File: config.mk
export PLATFORM = sky130hd
export DESIGN_NAME = cop0_regfile
export DESIGN_NICKNAME = d
export VERILOG_FILES = /design/src/rtl/cop0_regs.sv /design/src/rtl/cop0_timer.sv /design/src/rtl/cop0_regfile.sv
export SDC_FILE = /design/constraint.sdc
export NUM_CORES = 1
export LEC_CHECK = 0
export ABC_AREA = 1
export BUFFER_PORTS_ARGS = -buffer_cell sky130_fd_sc_hd__clkbuf_2
export CORE_MARGIN = 2
export CORE_UTILIZATION = 30
export CTS_BUF_LIST = sky130_fd_sc_hd__clkbuf_8
export DETAILED_ROUTE_END_ITERATION = 12
export SLEW_MARGIN = 20
export SYNTH_ARGS = -nofsm -noshare
export SYNTH_HDL_FRONTEND = slang
export SYNTH_SLANG_ARGS = --single-unit
File: constraint.sdc
create_clock -name clk -period 2 [get_ports clk]
set_input_delay 0.4 -clock clk [delete_from_list [all_inputs] [get_ports clk]]
set_output_delay 0.4 -clock clk [all_outputs]
set_load 0.005 [all_outputs]
File: src/rtl/cop0_regs.sv
// CP0 register map, Status/Cause field positions, writable masks and ExcCodes.
// Shared by the register file, its timer and anything decoding MFC0/MTC0.
package cop0_regs;

  localparam logic [4:0] REG_BADVADDR = 5'd8;
  localparam logic [4:0] REG_COUNT    = 5'd9;
  localparam logic [4:0] REG_COMPARE  = 5'd11;
  localparam logic [4:0] REG_STATUS   = 5'd12;
  localparam logic [4:0] REG_CAUSE    = 5'd13;
  localparam logic [4:0] REG_EPC      = 5'd14;
  localparam logic [4:0] REG_PRID     = 5'd15;

  localparam int ST_IE     = 0;
  localparam int ST_EXL    = 1;
  localparam int ST_IM_LO  = 8;
  localparam int CA_EXC_LO = 2;
  localparam int CA_IP_LO  = 8;
  localparam int CA_TI     = 30;
  localparam int CA_BD     = 31;

  // BEV is hard-wired to 1; it is the only Status bit set out of reset.
  localparam logic [31:0] STATUS_BEV   = 32'h0040_0000;
  localparam logic [31:0] STATUS_WMASK = 32'h0000_FF03;
  localparam logic [31:0] CAUSE_WMASK  = 32'h0000_0300;

  typedef enum logic [4:0] {
    EXC_INT  = 5'd0,
    EXC_ADEL = 5'd4,
    EXC_ADES = 5'd5,
    EXC_SYS  = 5'd8,
    EXC_BP   = 5'd9,
    EXC_RI   = 5'd10,
    EXC_OV   = 5'd12
  } exc_code_e;

  function automatic logic reg_writable(input logic [4:0] addr);
    return (addr == REG_COUNT) || (addr == REG_COMPARE) || (addr == REG_STATUS) ||
           (addr == REG_CAUSE) || (addr == REG_EPC);
  endfunction

endpackage

File: src/rtl/cop0_timer.sv
// Count/Compare timer: prescaled Count, Compare reload and sticky TI flag.
// Single-cycle register updates; no backpressure, MTC0 strobes always accepted.
module cop0_timer #(
  parameter int COUNT_DIV = 2
) (
  input  logic        clk,
  input  logic        reset_n,
  input  logic        i_count_we,
  input  logic        i_compare_we,
  input  logic [31:0] i_wdata,
  output logic [31:0] o_count,
  output logic [31:0] o_compare,
  output logic        o_ti
);

  localparam int PW = (COUNT_DIV > 1) ? $clog2(COUNT_DIV) : 1;
  localparam logic [PW-1:0] PRE_LAST = PW'(COUNT_DIV - 1);

  logic [PW-1:0] r_pre;
  logic [31:0]   r_count;
  logic [31:0]   r_compare;
  logic          r_ti;
  logic          w_tick;

  // A Count write restarts the prescaler and swallows this cycle's increment.
  assign w_tick = (r_pre == PRE_LAST) & ~i_count_we;

  always_ff @(posedge clk) begin
    if (!reset_n) begin
      r_pre     <= '0;
      r_count   <= '0;
      r_compare <= '0;
      r_ti      <= 1'b0;
    end else begin
      if (i_count_we) begin
        r_count <= i_wdata;
        r_pre   <= '0;
      end else begin
        r_pre <= w_tick ? '0 : r_pre + 1'b1;
        if (w_tick) r_count <= r_count + 32'd1;
      end

      if (i_compare_we) begin
        r_compare <= i_wdata;
        r_ti      <= 1'b0;
      end else if (w_tick && (r_count == r_compare)) begin
        r_ti <= 1'b1;
      end
    end
  end

  assign o_count   = r_count;
  assign o_compare = r_compare;
  assign o_ti      = r_ti;

endmodule

File: src/rtl/cop0_regfile.sv
// CP0 architectural state: MTC0/MFC0 access, exception/ERET commit, timer and interrupt request.
// Reads are combinational with same-cycle write bypass; updates take one edge; no backpressure.
module cop0_regfile
  import cop0_regs::*;
#(
  parameter int          N_HW_INT   = 6,
  parameter int          COUNT_DIV  = 2,
  parameter logic [31:0] PRID_VALUE = 32'h0001_8000
) (
  input  logic                clk,
  input  logic                reset_n,
  input  logic                we,
  input  logic [4:0]          waddr,
  input  logic [2:0]          wsel,
  input  logic [31:0]         wdata,
  input  logic [4:0]          raddr,
  input  logic [2:0]          rsel,
  output logic [31:0]         rdata,
  input  logic                exc_valid,
  input  logic [4:0]          exc_code,
  input  logic [31:0]         exc_pc,
  input  logic                exc_bd,
  input  logic                exc_badvaddr_valid,
  input  logic [31:0]         exc_badvaddr,
  input  logic                eret,
  input  logic [N_HW_INT-1:0] hw_int,
  output logic                int_pending,
  output logic [31:0]         epc,
  output logic                exl,
  output logic                timer_irq
);

  logic [31:0]         r_badvaddr;
  logic [31:0]         r_epc;
  logic [7:0]          r_im;
  logic                r_exl;
  logic                r_ie;
  logic                r_bd;
  logic [4:0]          r_exccode;
  logic [1:0]          r_ip_sw;
  logic [N_HW_INT-1:0] r_ip_hw;

  logic        w_wr_hit;
  logic        w_count_we;
  logic        w_compare_we;
  logic [31:0] w_count;
  logic [31:0] w_compare;
  logic        w_ti;
  logic [7:0]  w_ip;
  logic [31:0] w_status;
  logic [31:0] w_cause;
  logic [31:0] w_rd_cur;
  logic [31:0] w_wval;
  logic        w_bypass;

  // Exception and ERET commits flush any MTC0 retiring in the same cycle.
  assign w_wr_hit     = we & ~exc_valid & ~eret & (wsel == 3'd0);
  assign w_count_we   = w_wr_hit & (waddr == REG_COUNT);
  assign w_compare_we = w_wr_hit & (waddr == REG_COMPARE);

  cop0_timer #(
    .COUNT_DIV (COUNT_DIV)
  ) u_timer (
    .clk          (clk),
    .reset_n      (reset_n),
    .i_count_we   (w_count_we),
    .i_compare_we (w_compare_we),
    .i_wdata      (wdata),
    .o_count      (w_count),
    .o_compare    (w_compare),
    .o_ti         (w_ti)
  );

  always_comb begin
    w_ip                 = '0;
    w_ip[1:0]            = r_ip_sw;
    w_ip[N_HW_INT+1:2]   = r_ip_hw;
    w_ip[7]              = w_ip[7] | w_ti;
  end

  always_comb begin
    w_status                 = STATUS_BEV;
    w_status[ST_IM_LO +: 8]  = r_im;
    w_status[ST_EXL]         = r_exl;
    w_status[ST_IE]          = r_ie;
  end

  always_comb begin
    w_cause                  = '0;
    w_cause[CA_BD]           = r_bd;
    w_cause[CA_TI]           = w_ti;
    w_cause[CA_IP_LO +: 8]   = w_ip;
    w_cause[CA_EXC_LO +: 5]  = r_exccode;
  end

  always_comb begin
    w_rd_cur = '0;
    if (rsel == 3'd0) begin
      case (raddr)
        REG_BADVADDR: w_rd_cur = r_badvaddr;
        REG_COUNT:    w_rd_cur = w_count;
        REG_COMPARE:  w_rd_cur = w_compare;
        REG_STATUS:   w_rd_cur = w_status;
        REG_CAUSE:    w_rd_cur = w_cause;
        REG_EPC:      w_rd_cur = r_epc;
        REG_PRID:     w_rd_cur = PRID_VALUE;
        default:      w_rd_cur = '0;
      endcase
    end
  end

  // Value the written register will hold after this edge, as seen by MFC0.
  always_comb begin
    w_wval = '0;
    case (waddr)
      REG_COUNT,
      REG_COMPARE,
      REG_EPC:    w_wval = wdata;
      REG_STATUS: w_wval = (wdata & STATUS_WMASK) | STATUS_BEV;
      REG_CAUSE:  w_wval = (w_cause & ~CAUSE_WMASK) | (wdata & CAUSE_WMASK);
      default:    w_wval = '0;
    endcase
  end

  assign w_bypass = w_wr_hit & (waddr == raddr) & (wsel == rsel) & reg_writable(waddr);
  assign rdata    = w_bypass ? w_wval : w_rd_cur;

  always_ff @(posedge clk) begin
    if (!reset_n) begin
      r_badvaddr <= '0;
      r_epc      <= '0;
      r_im       <= '0;
      r_exl      <= 1'b0;
      r_ie       <= 1'b0;
      r_bd       <= 1'b0;
      r_exccode  <= '0;
      r_ip_sw    <= '0;
      r_ip_hw    <= '0;
    end else begin
      r_ip_hw <= hw_int;
      if (exc_valid) begin
        r_exccode <= exc_code;
        // A nested exception keeps the original return point.
        if (!r_exl) begin
          r_epc <= exc_bd ? exc_pc - 32'd4 : exc_pc;
          r_bd  <= exc_bd;
        end
        r_exl <= 1'b1;
        if (exc_badvaddr_valid) r_badvaddr <= exc_badvaddr;
      end else if (eret) begin
        r_exl <= 1'b0;
      end else if (w_wr_hit) begin
        case (waddr)
          REG_STATUS: begin
            r_im  <= wdata[ST_IM_LO +: 8];
            r_exl <= wdata[ST_EXL];
            r_ie  <= wdata[ST_IE];
          end
          REG_CAUSE: r_ip_sw <= wdata[CA_IP_LO +: 2];
          REG_EPC:   r_epc   <= wdata;
          default:   ;
        endcase
      end
    end
  end

  assign int_pending = (|(w_ip & r_im)) & r_ie & ~r_exl;
  assign epc         = r_epc;
  assign exl         = r_exl;
  assign timer_irq   = w_ti;

endmodule
# Yosys cells after proc, flatten, opt, wreduce, memory -nomap -nowiden

Index checks and enable logic that the tools add are counted.

Register bits after elaboration: 154
Input port bits: 130
Output and inout bits: 67
Logic and storage cells: 90

Add/sub/neg operators: 3
Eq/ne operators: 17
Muxes and demuxes: 16
Bitwise operators: 19
Reductions and logical operators: 22

Operators by type and width:

| cell                  | number |
|---|---|
| $mux 32               | 10 |
| $pmux 32 s7           | 1 |
| $pmux 32 s3           | 1 |
| $eq 5x4->1 const B    | 12 |
| $add 32x1->32 const B | 1 |
| $eq 32x32->1          | 1 |
| $or 32x10->32         | 1 |
| $sub 32x3->32 const B | 1 |
| $reduce_and 4->1      | 3 |
| $and 1x1->1           | 11 |
| $and 8x8->8           | 1 |
| $reduce_or 8->1       | 1 |
| $logic_not 3->1       | 2 |
| $reduce_and 2->1      | 3 |
| $reduce_bool 2->1     | 3 |
| $reduce_bool 3->1     | 2 |
| $reduce_or 3->1       | 2 |
| $eq 5x5->1            | 1 |
| $not 1->1             | 5 |
| $logic_or 1x1->1      | 4 |
| $mux 1                | 4 |
| $ne 2x2->1 const B    | 2 |
| $eq 3x3->1            | 1 |
| $reduce_or 2->1       | 1 |
| 3 further kinds       | 3 |

# Longest topological paths before layout

Gate-level depths: netlist of the first run.

Word-level depth: 9
Mapped depth: 13
Depth with buffers taken out: 13

# Modules after synthesis

From an unflattened synthesis of the first run, not the netlist that was laid out.

Cells, all modules: 1589
Area, all modules: 9710.6 um2

By module, submodules not included:

| module       | times used | cells each | area each (um2) | sequential area each (um2) |
|---|---|---|---|---|
| cop0_regfile | 1          | 1000       | 5959.5          | 1761.7 |
| cop0_timer   | 1          | 589        | 3751.1          | 1321.3 |

# Least setup slack after synthesis of the first run

No wires, ideal clock.

Kind: input-to-output
Start: input port wsel[2]
End: output port rdata[2]
Arrival time: 1529 ps
Data required time: 1600 ps
Path slack: 71 ps
Stages: 8
Buffers on the path: 1
Cell sequence: inv_1 nand2_1 nor3_4 nand3_2 nor2_2 buf_2 nand4_1 nand3_1

Cells in the longest elaborated chain, start to end: 6
Elaborated cells between the ends (all ways): 7
Classes of those cells: eq/ne: 1; mux: 1; bitwise: 4; reduce/logical: 1

Ends and longest elaborated chain:

| what                       | line                | source |
|---|---|---|
| start: declaration         | cop0_regfile.sv:14  | `input logic [2:0] wsel,` |
| $logic_not 3->1            | cop0_regfile.sv:57  | `assign w_wr_hit = we & ~exc_valid & ~eret & (wsel == 3'd0);` |
| $and 1x1->1                | cop0_regfile.sv:57  |  |
| $and 1x1->1                | cop0_regfile.sv:125 | `assign w_bypass = w_wr_hit & (waddr == raddr) & (wsel == rsel) & reg_writable(waddr);` |
| $and 1x1->1 * (2 in a row) | cop0_regfile.sv:125 |  |
| $mux 32 *                  | cop0_regfile.sv:126 | `assign rdata = w_bypass ? w_wval : w_rd_cur;` |
| end: declaration           | cop0_regfile.sv:18  | `output logic [31:0] rdata,` |

Every way passes the cells marked *; elsewhere a longest branch is shown, timed or not.

# Worst setup path in the final report of the first run

Start: input port waddr[1]
End: output port rdata[28]

Cells in the longest elaborated chain, start to end: 7
Elaborated cells between the ends (all ways): 16
Classes of those cells: eq/ne: 6; mux: 2; bitwise: 3; reduce/logical: 5

Ends and longest elaborated chain:

| what                          | line                                 | source |
|---|---|---|
| start: declaration            | cop0_regfile.sv:13                   | `input logic [4:0] waddr,` |
| $eq 5x4->1                    | cop0_regs.sv:37, cop0_regfile.sv:115 |  |
| $logic_or 1x1->1 (3 in a row) | cop0_regs.sv:37                      | `return (addr == REG_COUNT) \|\| (addr == REG_COMPARE) \|\| (addr == REG_STATUS) \|\|` |
| $logic_or 1x1->1              | cop0_regs.sv:38                      | `(addr == REG_CAUSE) \|\| (addr == REG_EPC);` |
| $and 1x1->1                   | cop0_regfile.sv:125                  |  |
| $mux 32 *                     | cop0_regfile.sv:126                  |  |

Marked as above.

==> summary.md, run 1 <==
| Metric | Value |
|---|---|
| Status | `complete, but fails checks` |
| Failing checks | `negative setup slack` |
| Final Max Slew Viols | `0` |
| Routed vias/inst | `5.14` |
| Most common cell after layout, fill and taps aside | `nand2_1` |
| Int Pwr | `4.91 mW` |
| Met2 WL | `20300 microns` |
| Logic gate share of total power | `17.1%` |
| Root Buffer | `clkbuf_8` |
| Initial Utilization | `30.4%` |
| Class of the worst hold path | `in2reg` |
| Sequential area share after synthesis | `31.1%` |
| Clk_lat worst skew | `480 ps` |
| WL/cell | `18.6 microns` |
| Sequential power share | `46.8%` |
| Syn Inst Count | `1650` |
| Final GP Congestion | `0.957` |
| Syn_nets | `1782` |
| Area of the multi-input gates | `0.00647 sq mm` |
| Final Skew | `15.3 ps` |
| Post-synth EDFFs | `0` |
| Clock share of power | `36.1%` |
| Unrepaired setup endpoints after global routing | `true` |
| Pre-antenna DRT Iters | `5` |
| Crit path depth | `11` |
| DRT iter0 DRCs | `1094` |
| Vias in the first global route | `11515` |
| FF-to-FF End | `u_timer.o_count[25]` |
| Initial antenna violation count | `0` |
| Design area | `0.0137 sq mm` |
| CTS tree | `yes` |
| Worst Path Arrival | `1940 ps` |
| Ys flop type | `dfxtp_1` |
| Highest metal used | `met4` |
| ANT nets after route | `0` |
| Crit end category | `output pin` |
| Area after DPL | `0.0122 sq mm` |
| Switching Power | `2.14 mW` |
| Fin. Hold Viols | `0` |
| Design Power | `7.06 mW` |
| First-pass GRT wire length | `65700 microns` |
| Worst slew pin tran | `1020 ps` |
| Crit path required time | `1600 ps` |
| Total grt overflow | `0` |
| Htree depth | `4` |
| CP Max Fanout | `7` |
| CTS Buf Count | `17` |
| CTS Hold Bufs | `0` |
| CP max-delay cell | `xor2_2` |
| Final worst setup slack | `-336 ps` |
| I/O pin cnt | `197` |
| Port Buffer Count | `196` |
| Largest net degree at the start of global routing | `43` |
| Syn avg cell area | `6.00 sq um` |
| Crit path max-delay family | `buffers and inverters` |
| Power per cell area | `515 mW/mm^2` |
| Dominant cells by area after synthesis | `dfxtp_1 31%, nand2_1 18%, nor2_1 9.2%` |
| Worst IR Drop VDD | `0.307 mV` |
| Fin crit share | `117%` |
| CP Buf/Inv Count | `5` |
| WS Path Type | `in2out` |
| Critical register-to-register path startpoint | `u_timer.o_count[7]` |
| Met1 Wirelength | `19700 microns` |
| Fillers | `3498` |
| Leakage | `6.27 nW` |
| Crit-path cells | `clkbuf_2, xor2_2, nor2_2, nand3_4, buf_6, nor4_4, buf_6, clkbuf_16, nand2_2, nand2_1, clkbuf_2` |
| Yosys reg bits | `154` |
| Maxcap violations | `0` |
| DRT Wirelength | `44400 microns` |
| DP Worst Slack | `-446 ps` |
| Max stage delay on crit path | `220 ps` |
| Post-layout util | `42.1%` |
| Row count | `66` |
| Reg2Reg Setup Slack | `210 ps` |
| Post-synthesis cell area | `0.00990 sq mm` |
| DIE WIDTH | `186 microns` |
| Layout cell share with drive strength beyond 1 | `26.8%` |
| DRC | `0` |
| Area grow syn2layout | `38.3%` |
| CP Launch Type | `input pin` |
| Via count | `12286` |
| Minimum clock period | `2340 ps` |
| Core ar. | `0.0325 sq mm` |
| Fmax | `428 MHz` |
| Clk slew on worst S/H paths | `90 ps` |
| Register-to-Register Path Depth | `8` |
| HPWL after detailed placement | `34400 microns` |
| Final setup viols | `32` |
| Worst hold margin | `143 ps` |
| Most frequent cells in the layout | `428 x nand2_1, 224 x nor2_1, 173 x clkbuf_2` |
| Worst rel slew slack | `31.7%` |
| Met3 WL | `3390 microns` |
| Net Sw Frac | `30.4%` |
| Critical Path Start | `waddr[1]` |
| Asr flop ratio synth | `0%` |
| YS warnings | `0` |
| Max clock buf depth | `2` |
| Worst setup endpoint | `rdata[28]` |
| Sink Count | `154` |
| Gr usage total | `25.0%` |
| Sequential Area | `0.00309 sq mm` |
| Cell taking the most area after synthesis | `dfxtp_1` |
| Die Y | `186 microns` |
| Die area | `0.0345 sq mm` |
| Library cells used by synthesis | `45` |
| Fin nets | `2066` |
| Area share of the largest cell type after synthesis | `31.1%` |
| Antenna Cells | `0` |
-- power groups by stage --
stage               Clock [mW]  Sequential (mW)  Combinational, mW
floorplan                    0             3.32              0.469
global placement             0             3.37               1.06
detailed placement           0             3.37               1.06
CTS                       2.57             3.30               1.12
global route              2.68             3.31               1.31
finish                    2.55             3.30               1.21
-- synth_stat cells (8+ instances only) --
cell	instances
a211oi_1	19
a21oi_1	124
a22oi_1	8
a31oi_1	12
buf_2	22
clkbuf_1	50
dfxtp_1	154
inv_1	154
nand2_1	470
nand3_1	64
nand4_1	45
nor2_1	242
nor2_2	9
nor3_1	19
o21ai_0	124
o21ai_1	26
o22ai_1	17
xnor2_1	10
xor2_1	30
-- area by class of cell --
class	instances	area share (%)
clock buffer	18	1.81
inverter	164	4.57
timing repair buffer	343	18.6
clock inverter	14	1.16
sequential	154	22.5
multi-input combinational	1254	47.2
tap	442	4.04
-- worst min-delay path: cells and delay by family --
kind / cells / cell delay [ps]
buffers and inverters: 2 / 140
and+or+nand+nor: 1 / 50
-- through the flow --
stage / instances / TNS [ps]
global route: 2389 / -10470
detailed placement: 2334 / -17180
CTS: 2375 / -6620
floorplan: 1650 / 0
finish: 2389 / -8810
global placement: 2334 / -17230
-- logic make-up (layout without fill, tap and decap cells) --
| logic type | Yosys count | in the layout | synth area share (%) |
|---|---|---|---|
| adder cells (fa/ha/maj) | 2 | 2 | 0.253 |
| XOR/XNOR | 40 | 40 | 3.54 |
| AND/OR/NAND/NOR | 873 | 873 | 36.8 |
| flip-flops | 154 | 154 | 31.1 |
| buffers and inverters | 242 | 539 | 9.69 |
| AO/OA/AOI/OAI | 339 | 339 | 18.6 |
-- timing repair --
action	CTS	global route
resized for setup	92	140
setup buffers	9	10
cloned	1	5
setup endpoints to repair	33	34
pin swaps	16	32
-- how the worst min path moves through the flow --
stage | startpoint | cells after the start | end | slack, ps
floorplan | epc[5] | 2 | epc[5] | 460
global placement | r_badvaddr[27] | 2 | r_badvaddr[27] | 470
detailed placement | r_badvaddr[24] | 2 | r_badvaddr[24] | 480
CTS | hw_int[1] | 3 | r_ip_hw[1] | 120
global route | hw_int[1] | 3 | r_ip_hw[1] | 140
finish | hw_int[1] | 3 | r_ip_hw[1] | 140
-- metal layers --
| metal | GRT usage, % | vias up |
|---|---|---|
| met2 | 40.7 | 536 |
| met5 | 0 | - |
| li1 | - | 5925 |
| met3 | 3.66 | 67 |
| met1 | 34.3 | 5758 |
| met4 | 7.02 | 0 |
-- registers in the layout, summed over array words and instances, names as in the netlist, 2 cells and up --
| name | cells |
|---|---|
| epc | 32 |
| r_badvaddr | 32 |
| u_timer.o_compare | 32 |
| u_timer.o_count | 32 |
| r_im | 8 |
| r_ip_hw | 6 |
| r_exccode | 5 |
| r_ip_sw | 2 |
(Power assumes the default switching activity.)
==> run 2, diff against run 1 <==
Settings changed: CAP_MARGIN set to 10, CORE_UTILIZATION 30 to 35.
==> summary.md, run 2 (synthesized netlist as in run 1, its figures left out) <==
| Metric | Value |
|---|---|
| Status | `complete, but fails checks` |
| Failing checks | `negative setup slack` |
| WS Path Type | `in2out` |
| CTS Hold Bufs | `0 (unchanged)` |
| DRC | `0 (unchanged)` |
| Most frequent cells in the layout | `438 x nand2_1, 230 x nor2_1, 183 x clkbuf_2` |
| Layout cell share with drive strength beyond 1 | `25.6% (-1.2 points)` |
| Maxcap violations | `0 (unchanged)` |
| Final Skew | `17.3 ps (+2.02 ps)` |
| Pre-antenna DRT Iters | `6 (+1)` |
| Final Max Slew Viols | `0 (unchanged)` |
| Post-Place Cells | `2273 (-2.6%)` |
| Crit path required time | `1600 ps (about the same)` |
| Crit end category | `output pin` |
| CTS Buf Count | `17 (unchanged)` |
| DRT Wirelength | `42900 microns (-3.2%)` |
| Max stage delay on crit path | `310 ps (+90 ps)` |
| Total grt overflow | `0 (unchanged)` |
| Routed vias/inst | `5.17 (+0.47%)` |
| Gr usage total | `28.8% (+3.8 points)` |
| CP Launch Type | `input pin` |
| Vias in the first global route | `11151 (-3.2%)` |
| First-pass GRT wire length | `64100 microns (-2.4%)` |
| Most common cell after layout, fill and taps aside | `nand2_1` |
| Power per cell area | `528 mW/mm^2 (+2.5%)` |
| DRT iter0 DRCs | `1159 (+5.9%)` |
| Worst IR Drop VDD | `0.401 mV (+31%)` |
| Sink Count | `154 (unchanged)` |
| Worst rel slew slack | `57.7% (+26 points)` |
| Fin cells | `2323 (-2.8%)` |
| Die area | `0.0297 sq mm (-14%)` |
| Fin nets | `2063 (-0.15%)` |
| DP Worst Slack | `-412 ps (+33.5 ps)` |
| Fin crit share | `115% (-1.7 points)` |
| CP most frequent cell | `nand2_2` |
| Max clock buf depth | `2 (unchanged)` |
| Root Buffer | `clkbuf_8` |
| ANT nets after route | `0 (unchanged)` |
| Final setup viols | `33 (+3.1%)` |
| CTS tree | `yes` |
| Unrepaired setup endpoints after global routing | `true` |
| Worst slew pin tran | `633 ps (-391 ps)` |
| Row count | `61 (-7.6%)` |
| Largest net degree at the start of global routing | `43 (unchanged)` |
| Minimum clock period | `2300 ps (-34.1 ps)` |
| Area grow syn2layout | `34.0%` |
| Hold Crit Depth | `3 (unchanged)` |
| Core ar. | `0.0279 sq mm (-14%)` |
| HPWL after detailed placement | `33900 microns (-1.5%)` |
| Crit-path cells | `buf_2, inv_2, nand2_2, nor3_4, nand3_4, nor2_4, a21boi_4, buf_12, clkbuf_16, nand2_2, nand3_2, clkbuf_2` |
| Final worst setup slack | `-302 ps (+34.1 ps)` |
| Leakage | `6.00 nW (-4.3%)` |
| Die Y | `172 microns (-7.3%)` |
| Via count | `12003 (-2.3%)` |
| Worst hold margin | `93.8 ps (-49.1 ps)` |
| Initial antenna violation count | `2 (+2)` |
| Final GP Congestion | `1.03 (+7.8%)` |
| Clk slew on worst S/H paths | `110 ps (+20 ps)` |
| Initial Utilization | `35.5% (+5.1 points)` |
| Htree depth | `4 (unchanged)` |
| CP max-delay cell | `nor3_4` |
| Fin. Hold Viols | `0 (unchanged)` |
| Register-to-Register Path Depth | `8 (unchanged)` |
| Port Buffer Count | `196 (unchanged)` |
| Fmax | `434 MHz (+1.5%)` |
| WL/cell | `18.5 microns (-0.41%)` |
| DIE WIDTH | `172 microns (-7.3%)` |
| Worst Path Arrival | `1900 ps (-40 ps)` |
| Clk_lat worst skew | `480 ps (about the same)` |
| I/O pin cnt | `197 (unchanged)` |
| Class of the worst hold path | `in2reg` |
| CP Max Fanout | `6 (-1)` |
-- run 2: worst paths after layout --
| path | start | to | slack (ps) |
|---|---|---|---|
| max reg2reg | u_timer.o_count[2] | u_timer.o_count[11] | 120 |
| min | hw_int[0] | r_ip_hw[0] | 90 |
| max | wsel[1] | rdata[31] | -300 |
| min reg2reg | r_badvaddr[23] | r_badvaddr[23] | 490 |
-- run 2: report_power, final --
group | switching, mW | internal, mW | leakage [nW]
Combinational | 0.691 | 0.441 | 4.53
Clock | 1.42 | 1.16 | 0.212
Sequential | 0.106 | 3.18 | 1.26
-- run 2: critical path: cells and delay by family --
kind	cells	cell delay (ps)
compound gates	1	80
buf+inv	5	620
simple gates	6	790
-- run 2: metrics by stage --
stage	util [%]	area (sq um)	setup TNS (ps)	power [mW]
2_1_floorplan	-	9900	0	3.78
3_3_place_gp	43.6	12200	-15400	4.39
3_5_place_dp	43.6	12200	-16320	4.40
4_1_cts	46.4	12900	-6560	6.99
5_1_grt	47.6	13300	-10890	7.27
6_report	47.6	13300	-8710	7.00
-- run 2: final cells by class --
cell class              count  area, sq um
diodes                      1         2.50
multi-input cells        1254         6280
well taps                 378          473
flip-flops and latches    154         3090
repair buffers            340         2380
fillers                  2954        14600
clock inverters            15          178
clock buffers              17          234
inverters                 164          626
-- run 2: per-layer routing --
| metal | global-route usage, % | share of wire, % |
|---|---|---|
| met1 | 41.2 | 46 |
| met3 | 5.47 | 7.9 |
| met5 | 0 | 0.026 |
| met4 | 7.71 | 2.2 |
| met2 | 44.1 | 44 |
-- run 2: what timing repair did --
action | CTS | global route
resized for setup | 86 | 65
gates cloned | 1 | 4
buffers inserted | 5 | 7
setup endpoints to repair | 33 | 38
pin swaps | 8 | 9
